$ cat src/rtl/sr_latch_driver_if.sv
// Bundles the button inputs and latch-side outputs of sr_latch_driver.
// Ports: set_raw/clr_raw (raw buttons), S/R (latch pulses), busy, conflict.
// master = stimulus/button side, slave = the driver block itself.
interface sr_latch_driver_if;
    logic set_raw;
    logic clr_raw;
    logic S;
    logic R;
    logic busy;
    logic conflict;

    modport master (
        output set_raw,
        output clr_raw,
        input  S,
        input  R,
        input  busy,
        input  conflict
    );

    modport slave (
        input  set_raw,
        input  clr_raw,
        output S,
        output R,
        output busy,
        output conflict
    );
endinterface

$ cat src/rtl/sr_latch_driver.sv
// Purpose: turns two bouncy async buttons into clean, never-overlapping S/R latch pulses.
// Latency: S/R rise DEBOUNCE_CYCLES+2 edges after a stable press is first sampled.
// Backpressure: none; requests during a pulse are held in a one-deep pending bit per channel.
//
// Ports: clk, rst (sync, active-high); bus.set_raw / bus.clr_raw in;
//        bus.S / bus.R pulses, bus.busy (FSM not idle), bus.conflict (simultaneous press) out.
module sr_latch_driver #(
    parameter int DEBOUNCE_CYCLES = 4,
    parameter int PULSE_LEN       = 1
) (
    input  logic               clk,
    input  logic               rst,
    sr_latch_driver_if.slave   bus
);

    localparam int DEB_W = $clog2(DEBOUNCE_CYCLES + 1);
    localparam int PUL_W = $clog2(PULSE_LEN + 1);

    // Channel index 0 = set, 1 = clear.
    localparam int CH_SET = 0;
    localparam int CH_CLR = 1;

    typedef enum logic [1:0] {
        IDLE  = 2'd0,
        SET_P = 2'd1,
        CLR_P = 2'd2,
        GAP   = 2'd3
    } state_t;

    // ------------------------------------------------------------------
    // Synchronizer + debouncer + rising-edge detect, per channel
    // ------------------------------------------------------------------
    logic [1:0]       raw;
    logic [1:0]       sync1_q, sync2_q;
    logic [1:0]       deb_q, deb_d;
    logic [1:0]       deb_prev_q;
    logic [DEB_W-1:0] cnt_q [2];
    logic [DEB_W-1:0] cnt_d [2];
    logic [1:0]       req;

    assign raw = {bus.clr_raw, bus.set_raw};

    always_comb begin
        for (int c = 0; c < 2; c++) begin
            deb_d[c] = deb_q[c];
            cnt_d[c] = '0;
            if (sync2_q[c] != deb_q[c]) begin
                // Flip on the cycle the count would reach DEBOUNCE_CYCLES.
                if (cnt_q[c] == DEB_W'(DEBOUNCE_CYCLES - 1)) begin
                    deb_d[c] = ~deb_q[c];
                end else begin
                    cnt_d[c] = cnt_q[c] + DEB_W'(1);
                end
            end
        end
    end

    // Press only; release edges are ignored.
    assign req = deb_q & ~deb_prev_q;

    // ------------------------------------------------------------------
    // Pulse sequencer
    // ------------------------------------------------------------------
    state_t           state_q, state_d;
    logic [PUL_W-1:0] pcnt_q, pcnt_d;
    logic             pend_set_q, pend_set_d;
    logic             pend_clr_q, pend_clr_d;
    logic             conflict_q, conflict_d;
    logic             want_set, want_clr;

    // State register (also carries the synchronizer/debouncer flops).
    always_ff @(posedge clk) begin
        if (rst) begin
            sync1_q    <= '0;
            sync2_q    <= '0;
            deb_q      <= '0;
            deb_prev_q <= '0;
            cnt_q[0]   <= '0;
            cnt_q[1]   <= '0;
            state_q    <= IDLE;
            pcnt_q     <= '0;
            pend_set_q <= 1'b0;
            pend_clr_q <= 1'b0;
            conflict_q <= 1'b0;
        end else begin
            sync1_q    <= raw;
            sync2_q    <= sync1_q;
            deb_q      <= deb_d;
            deb_prev_q <= deb_q;
            cnt_q[0]   <= cnt_d[0];
            cnt_q[1]   <= cnt_d[1];
            state_q    <= state_d;
            pcnt_q     <= pcnt_d;
            pend_set_q <= pend_set_d;
            pend_clr_q <= pend_clr_d;
            conflict_q <= conflict_d;
        end
    end

    assign want_set = pend_set_q | req[CH_SET];
    assign want_clr = pend_clr_q | req[CH_CLR];

    // Next-state logic.
    always_comb begin
        state_d    = state_q;
        pcnt_d     = pcnt_q;
        pend_set_d = want_set;
        pend_clr_d = want_clr;
        conflict_d = 1'b0;
        case (state_q)
            // GAP arbitrates like IDLE so a pending pulse follows after
            // exactly one low cycle with busy held high.
            IDLE, GAP: begin
                if (state_q == IDLE) begin
                    conflict_d = req[CH_SET] & req[CH_CLR];
                end
                state_d = IDLE;
                if (want_clr) begin
                    // Clear wins; a concurrent set stays pending.
                    state_d    = CLR_P;
                    pcnt_d     = '0;
                    pend_clr_d = 1'b0;
                end else if (want_set) begin
                    state_d    = SET_P;
                    pcnt_d     = '0;
                    pend_set_d = 1'b0;
                end
            end
            SET_P, CLR_P: begin
                if (pcnt_q == PUL_W'(PULSE_LEN - 1)) begin
                    state_d = GAP;
                end else begin
                    pcnt_d = pcnt_q + PUL_W'(1);
                end
            end
            default: state_d = IDLE;
        endcase
    end

    // Outputs decoded from a single state, so S and R can never overlap.
    always_comb begin
        bus.S        = (state_q == SET_P);
        bus.R        = (state_q == CLR_P);
        bus.busy     = (state_q != IDLE);
        bus.conflict = conflict_q;
    end

endmodule

$ cat src/flat_wrapper.sv
// flat-port wrapper written by rule: the top's interface ports become plain ports
module sr_latch_driver_flat 
#(
    parameter int DEBOUNCE_CYCLES = 4,
    parameter int PULSE_LEN       = 1
)
  (clk, rst, bus_set_raw, bus_clr_raw, bus_S, bus_R, bus_busy, bus_conflict);
  sr_latch_driver_if bus_i ();
  input  logic clk;
  input  logic rst;
  input wire logic [$bits(bus_i.set_raw)-1:0] bus_set_raw;
  input wire logic [$bits(bus_i.clr_raw)-1:0] bus_clr_raw;
  output wire logic [$bits(bus_i.S)-1:0] bus_S;
  output wire logic [$bits(bus_i.R)-1:0] bus_R;
  output wire logic [$bits(bus_i.busy)-1:0] bus_busy;
  output wire logic [$bits(bus_i.conflict)-1:0] bus_conflict;
  assign bus_i.set_raw = bus_set_raw;
  assign bus_i.clr_raw = bus_clr_raw;
  assign bus_S = bus_i.S;
  assign bus_R = bus_i.R;
  assign bus_busy = bus_i.busy;
  assign bus_conflict = bus_i.conflict;
  sr_latch_driver #(.DEBOUNCE_CYCLES(DEBOUNCE_CYCLES), .PULSE_LEN(PULSE_LEN)) u_core (.clk(clk), .rst(rst), .bus(bus_i));
endmodule
$ cat config.mk
export PLATFORM = sky130hd
export DESIGN_NAME = sr_latch_driver_flat
export DESIGN_NICKNAME = d
export VERILOG_FILES = /design/src/rtl/sr_latch_driver_if.sv /design/src/rtl/sr_latch_driver.sv /design/src/flat_wrapper.sv
export SDC_FILE = /design/constraint.sdc
export NUM_CORES = 1
export LEC_CHECK = 0
export ABC_AREA = 1
export BUFFER_PORTS_ARGS = -buffer_cell sky130_fd_sc_hd__clkbuf_2
export CORE_ASPECT_RATIO = 1.1
export CORE_UTILIZATION = 30
export CTS_CLUSTER_SIZE = 24
export DETAILED_ROUTE_END_ITERATION = 6
export RECOVER_POWER = 25
export SETUP_SLACK_MARGIN = 0.05
export SLEW_MARGIN = 20
export SYNTH_ARGS = -nofsm -noshare
export SYNTH_HDL_FRONTEND = slang
export SYNTH_SLANG_ARGS = --single-unit
$ cat constraint.sdc
create_clock -name clk -period 3.38 [get_ports clk]
set_input_delay 0.169 -clock clk [delete_from_list [all_inputs] [get_ports clk]]
set_output_delay 0.169 -clock clk [all_outputs]
set_load 0.02 [all_outputs]
* Word level (Yosys, flattened, before mapping)
Memory sizes are Yosys's and may differ from the RTL's.
Cells that the tools add are included.
** Cells by class
- Add/subtract/negate cells :: 3
- Equal/unequal tests :: 9
- Muxes and demuxes :: 19
- Bitwise operators :: 11
- Reduce and logical (&&, ||, !) cells :: 8
** Operator list (count)
- two-way mux 3 bit :: 6
- two-way mux 1 bit :: 9
- adder 3 x 1 -> 3 bit, second input constant :: 2
- equality test 3 x 2 -> 1 bit, second input constant :: 2
- OR reduction 3 bit :: 2
- equality test 2 bit, second input constant :: 2
- two-way mux 2 bit :: 2
- NOT 1 bit :: 4
- OR 1 bit :: 4
- case mux 2 bit (2 select lines) :: 1
- AND reduction 2 bit :: 2
- OR reduction 2 bit :: 2
- != test 3 x 1 -> 1 bit, second input constant :: 1
- AND 2 bit :: 1
- equality test 2 x 1 -> 1 bit, second input constant :: 1
- logical NOT 2 bit :: 1
- != test 1 bit :: 2
- != test 2 bit, second input constant :: 1
- NOT 2 bit :: 1
- case mux 1 bit (2 select lines) :: 1
- nonzero test 2 bit :: 1
- adder 1 bit, second input constant :: 1
- AND 1 bit :: 1
** Storage, ports and cells
- Register bits :: 14
- Bits in writable memories :: 6
- Bits of input ports :: 4
- Memories :: 1
** Memories
- u_core.cnt_q :: words 2, bits a word 3, read ports 2, clocked after memory_dff 0, wr ports 2, line sr_latch_driver.sv:37 : logic [DEB_W-1:0] cnt_q [2];

* Logic depth before layout (Yosys ltp)
- Word-level depth :: 6
- Gate-level depth with buffers :: 5

* Worst setup path after synthesis
OpenSTA, ideal clock, no wires.
- Path type :: reg-to-reg
- Start :: memory u_core.cnt_q[0][3] in the netlist's numbering
- End :: memory u_core.cnt_q[0][3] in the netlist's numbering
- Arrival time :: 1.013 ns
- Required time :: 3.315 ns
- Slack :: 2.302 ns
- Cell stages (with the launch flop) :: 6
- Path buffers :: 0
- Path through :: dfxtp_1 > ha_1 > ha_1 > a21oi_1 > o211ai_1 > nor2_1
** RTL lines (line)
- start, declared :: sr_latch_driver.sv:37

* Worst setup path after layout
- Start :: register u_core.state_q[0]
- End :: output bus_busy
** Between the ends
- Longest elaborated chain between the ends :: 1
** Ends and longest elaborated chain
- start, declared :: line sr_latch_driver.sv:64 : state_t state_q, state_d;
- start signal, assigned :: line sr_latch_driver.sv:92 : state_q <= state_d;
- nonzero test 2 bit :: line sr_latch_driver.sv:144 : bus.busy = (state_q != IDLE);
- end, declared :: line flat_wrapper.sv:15 : output wire logic [$bits(bus_i.busy)-1:0] bus_busy;
Every way passes these cells.

==> run_results.csv <==
group,metric,value,unit
finish,drive_gt1_share,17.39,%
global_routing,antenna_found_initial,0,
synth,synth.distinct_cells,17,
worst_setup_path,cp.arrival,1180,ps
finish,final_cell_mix,"inv_1, dfxtp_1, nor2_1, ha_1, clkbuf_2",
sta,final.period_utilization,39.83,%
global_routing,overflow,0,
clock_tree,cts_buffer_depth,2,
synth,yosysSeqAreaShare,51.53,%
synth,ys_warn_count,0,
finish,diodes,0,
worst_setup_path,end_kind,"output pin",
run,maxCapViolCount,0,
clock_tree,cts_made_buffers,3,
clock_tree,htreeDepth,1,
clock_tree,post_cts_buffers,0,
sta,maxSlewViolCount,0,
detailed_routing,num_vias,498,
global_routing,grt_pass1_vias,416,
worst_setup_path,worst_ep_required_time,3210,ps
floorplanning,std_cell_rows,18,
clock_tree,cts_tree,"yes",
worst_setup_path,cpMostUsedCell,"inv_1",
synth,synth_seq_cells,19,
placed_design,dpl.hpwl,740.7,um
worst_setup_path,crit_chain,"inv_1, ha_1, inv_1, clkbuf_2",
floorplanning,start_util,32.45,%
finish,n_fill_cell,253,
placed_design,dp_slack,2196,ps
clock_tree,holdBufCountCts,0,
detailed_routing,drtIter0Drc,11,
sta,fin_crit,1346,ps
floorplanning,dieArea,2663,um2
sta,slew_headroom,63.98,%
finish,multi_input_area,271.5,um2
worst_setup_path,cp.buffers_inverters,3,
worst_setup_path,crit_fanout,3,
synth,netlist_area,738.2,um2
synth,synthCells,82,
detailed_routing,drt_wl_total,949,um
placed_design,placed_area,799.5,um2
synth,syn_area_per_cell,9.003,um2
global_routing,grt_pass1_wl,1.614,mm
status,outcome,"completed",
worst_setup_path,path_class,"flop to output pin",
floorplanning,die-width,49.30,um
power,power_density,550.3,nW/um2
global_routing,grt_max_degree,12,
floorplanning,io_pins,8,
finish,finalCoreUtilization,36.30,%
worst_setup_path,slowest_delay,370,ps
detailed_routing,drc,0,
sta,setup_ws,2034,ps
worst_setup_path,cp_top_family,"flip-flops",
detailed_routing,ant_nets,0,
sta,fmax,742.8,MHz
clock_tree,cts-resized-gates,0,
finish,fin_nets,105,
worst_setup_path,cpMaxStageDelayCell,"dfxtp_1",
detailed_routing,wl_per_cell,7.779,um
sta,finalHoldViolCount,0,
placed_design,place_congestion,0.6844,
sta,fin_skew,1.378,ps
placed_design,portBuffers,7,
synth,synth.net_count,94,
floorplanning,core,2275,um2
detailed_routing,firstDrtPassIters,2,
clock_tree,numClockSinks,19,
clock_tree,clk_latency,290,ps
clock_tree,clk_pin_slew,100,ps
sta,setup_violations,0,
finish,final_area,825.8,um2
worst_hold_path,min_path_type,"primary input to flop",
finish,ff_latch_area,380.4,um2
sta,rsz0062_at_grt,"false",
sta,tns,0,ps
clock_tree,clockRootBuffer,"clkbuf_4",
worst_setup_path,startpoint_type,"flop",
power,leakage,0.3646,nW
global_routing,grt.total_usage,8.384,%
finish,syn_to_final_growth,11.86,%
power,ir_drop,239.6,uV
detailed_routing,viasPerCell,4.082,
sta,worst-slew-pin-transition,540.4,ps
floorplanning,die_h,54.03,um
## worst reg2reg max path, cell delays in order (launching register included)
cell and delay (ps):
dfxtp_1 330, ha_1 190, ha_1 230, a21oi_1 120
o211ai_1 140, nor2_1 120
## registers in the layout, summed over array words and instances (netlist names)
register and cells:
u_core.cnt_q 6, u_core.bus.conflict 1, u_core.pend_clr_q 1, u_core.sync2_q 2, u_core.deb_prev_q 2, u_core.pend_set_q 1, u_core.state_q 2, u_core.deb_q 2
u_core.sync1_q 2
## path summary, 6_finish.rpt
check                                         from                 end  slack, ps  depth (start not counted)
worst max-delay path             u_core.state_q[0]            bus_busy       2030                          4
worst min-delay path                   bus_clr_raw   u_core.sync1_q[1]         50                          3
worst max register to register  u_core.cnt_q[0][3]  u_core.cnt_q[0][3]       2190                          5
worst min register to register   u_core.sync1_q[1]   u_core.sync2_q[1]        410                          2
## power breakdown
part           internal [mW]  switching [mW]
Sequential             0.236         0.00847
Clock                 0.0440          0.0653
Combinational         0.0347          0.0654
Total                  0.315           0.139
## cell families (layout without fill, tap and decap cells)
group	count (synthesis)	in the layout	share of synthesized area, %
AOI/OAI and AO/OA	11	11	9.660
adders and majority gates	8	8	13.56
buffers and inverters	21	31	11.69
and+or+nand+nor	23	23	13.56
DFF	19	19	51.52
## synth_stat cells
| library cell | n | area share [%] |
|---|---|---|
| nor2_1 | 13 | 6.6 |
| nor3_1 | 1 | 0.68 |
| a21oi_2 | 1 | 1.2 |
| buf_6 | 1 | 1.5 |
| o31ai_2 | 1 | 1.7 |
| a21oi_1 | 4 | 2.7 |
| dfxtp_1 | 19 | 52 |
| nand2_2 | 2 | 1.7 |
| nand3_1 | 1 | 0.68 |
| inv_2 | 1 | 0.51 |
| o21ai_0 | 1 | 0.68 |
| o211ai_1 | 2 | 2.0 |
| nand2_1 | 5 | 2.5 |
| inv_1 | 19 | 9.7 |
| o21ai_1 | 2 | 1.4 |
| ha_1 | 8 | 14 |
| nor3_2 | 1 | 1.4 |
## final cells by class
type / instances / area share (%)
Sequential cell: 19 / 46.06
Multi-Input combinational cell: 42 / 32.88
Inverter: 20 / 9.091
Tap cell: 30 / 4.545
Timing Repair Buffer: 7 / 4.091
Clock buffer: 3 / 2.727
Clock inverter: 1 / 0.6061
## layer usage
layer  track usage [%]  vias up  wire length [um]  part of all wire (%)
li1                  -      270                 -                     -
met1             9.153      217               417                    44
met2             13.47       11               476                    50
met3             5.085        0                55                   5.8
met4             2.941        0                 0                     0
met5                 0        -                 0                     0
## per-stage QoR
step	std cells	power, mW	hold WS, ps
2_1_floorplan	82	0.3289	276.0
3_3_place_gp	118	0.3498	361.8
3_5_place_dp	118	0.3516	367.4
4_1_cts	122	0.4626	42.68
5_1_grt	122	0.4831	43.70
6_report	122	0.4544	52.38
Note: power is estimated with default switching activity, not from simulation.
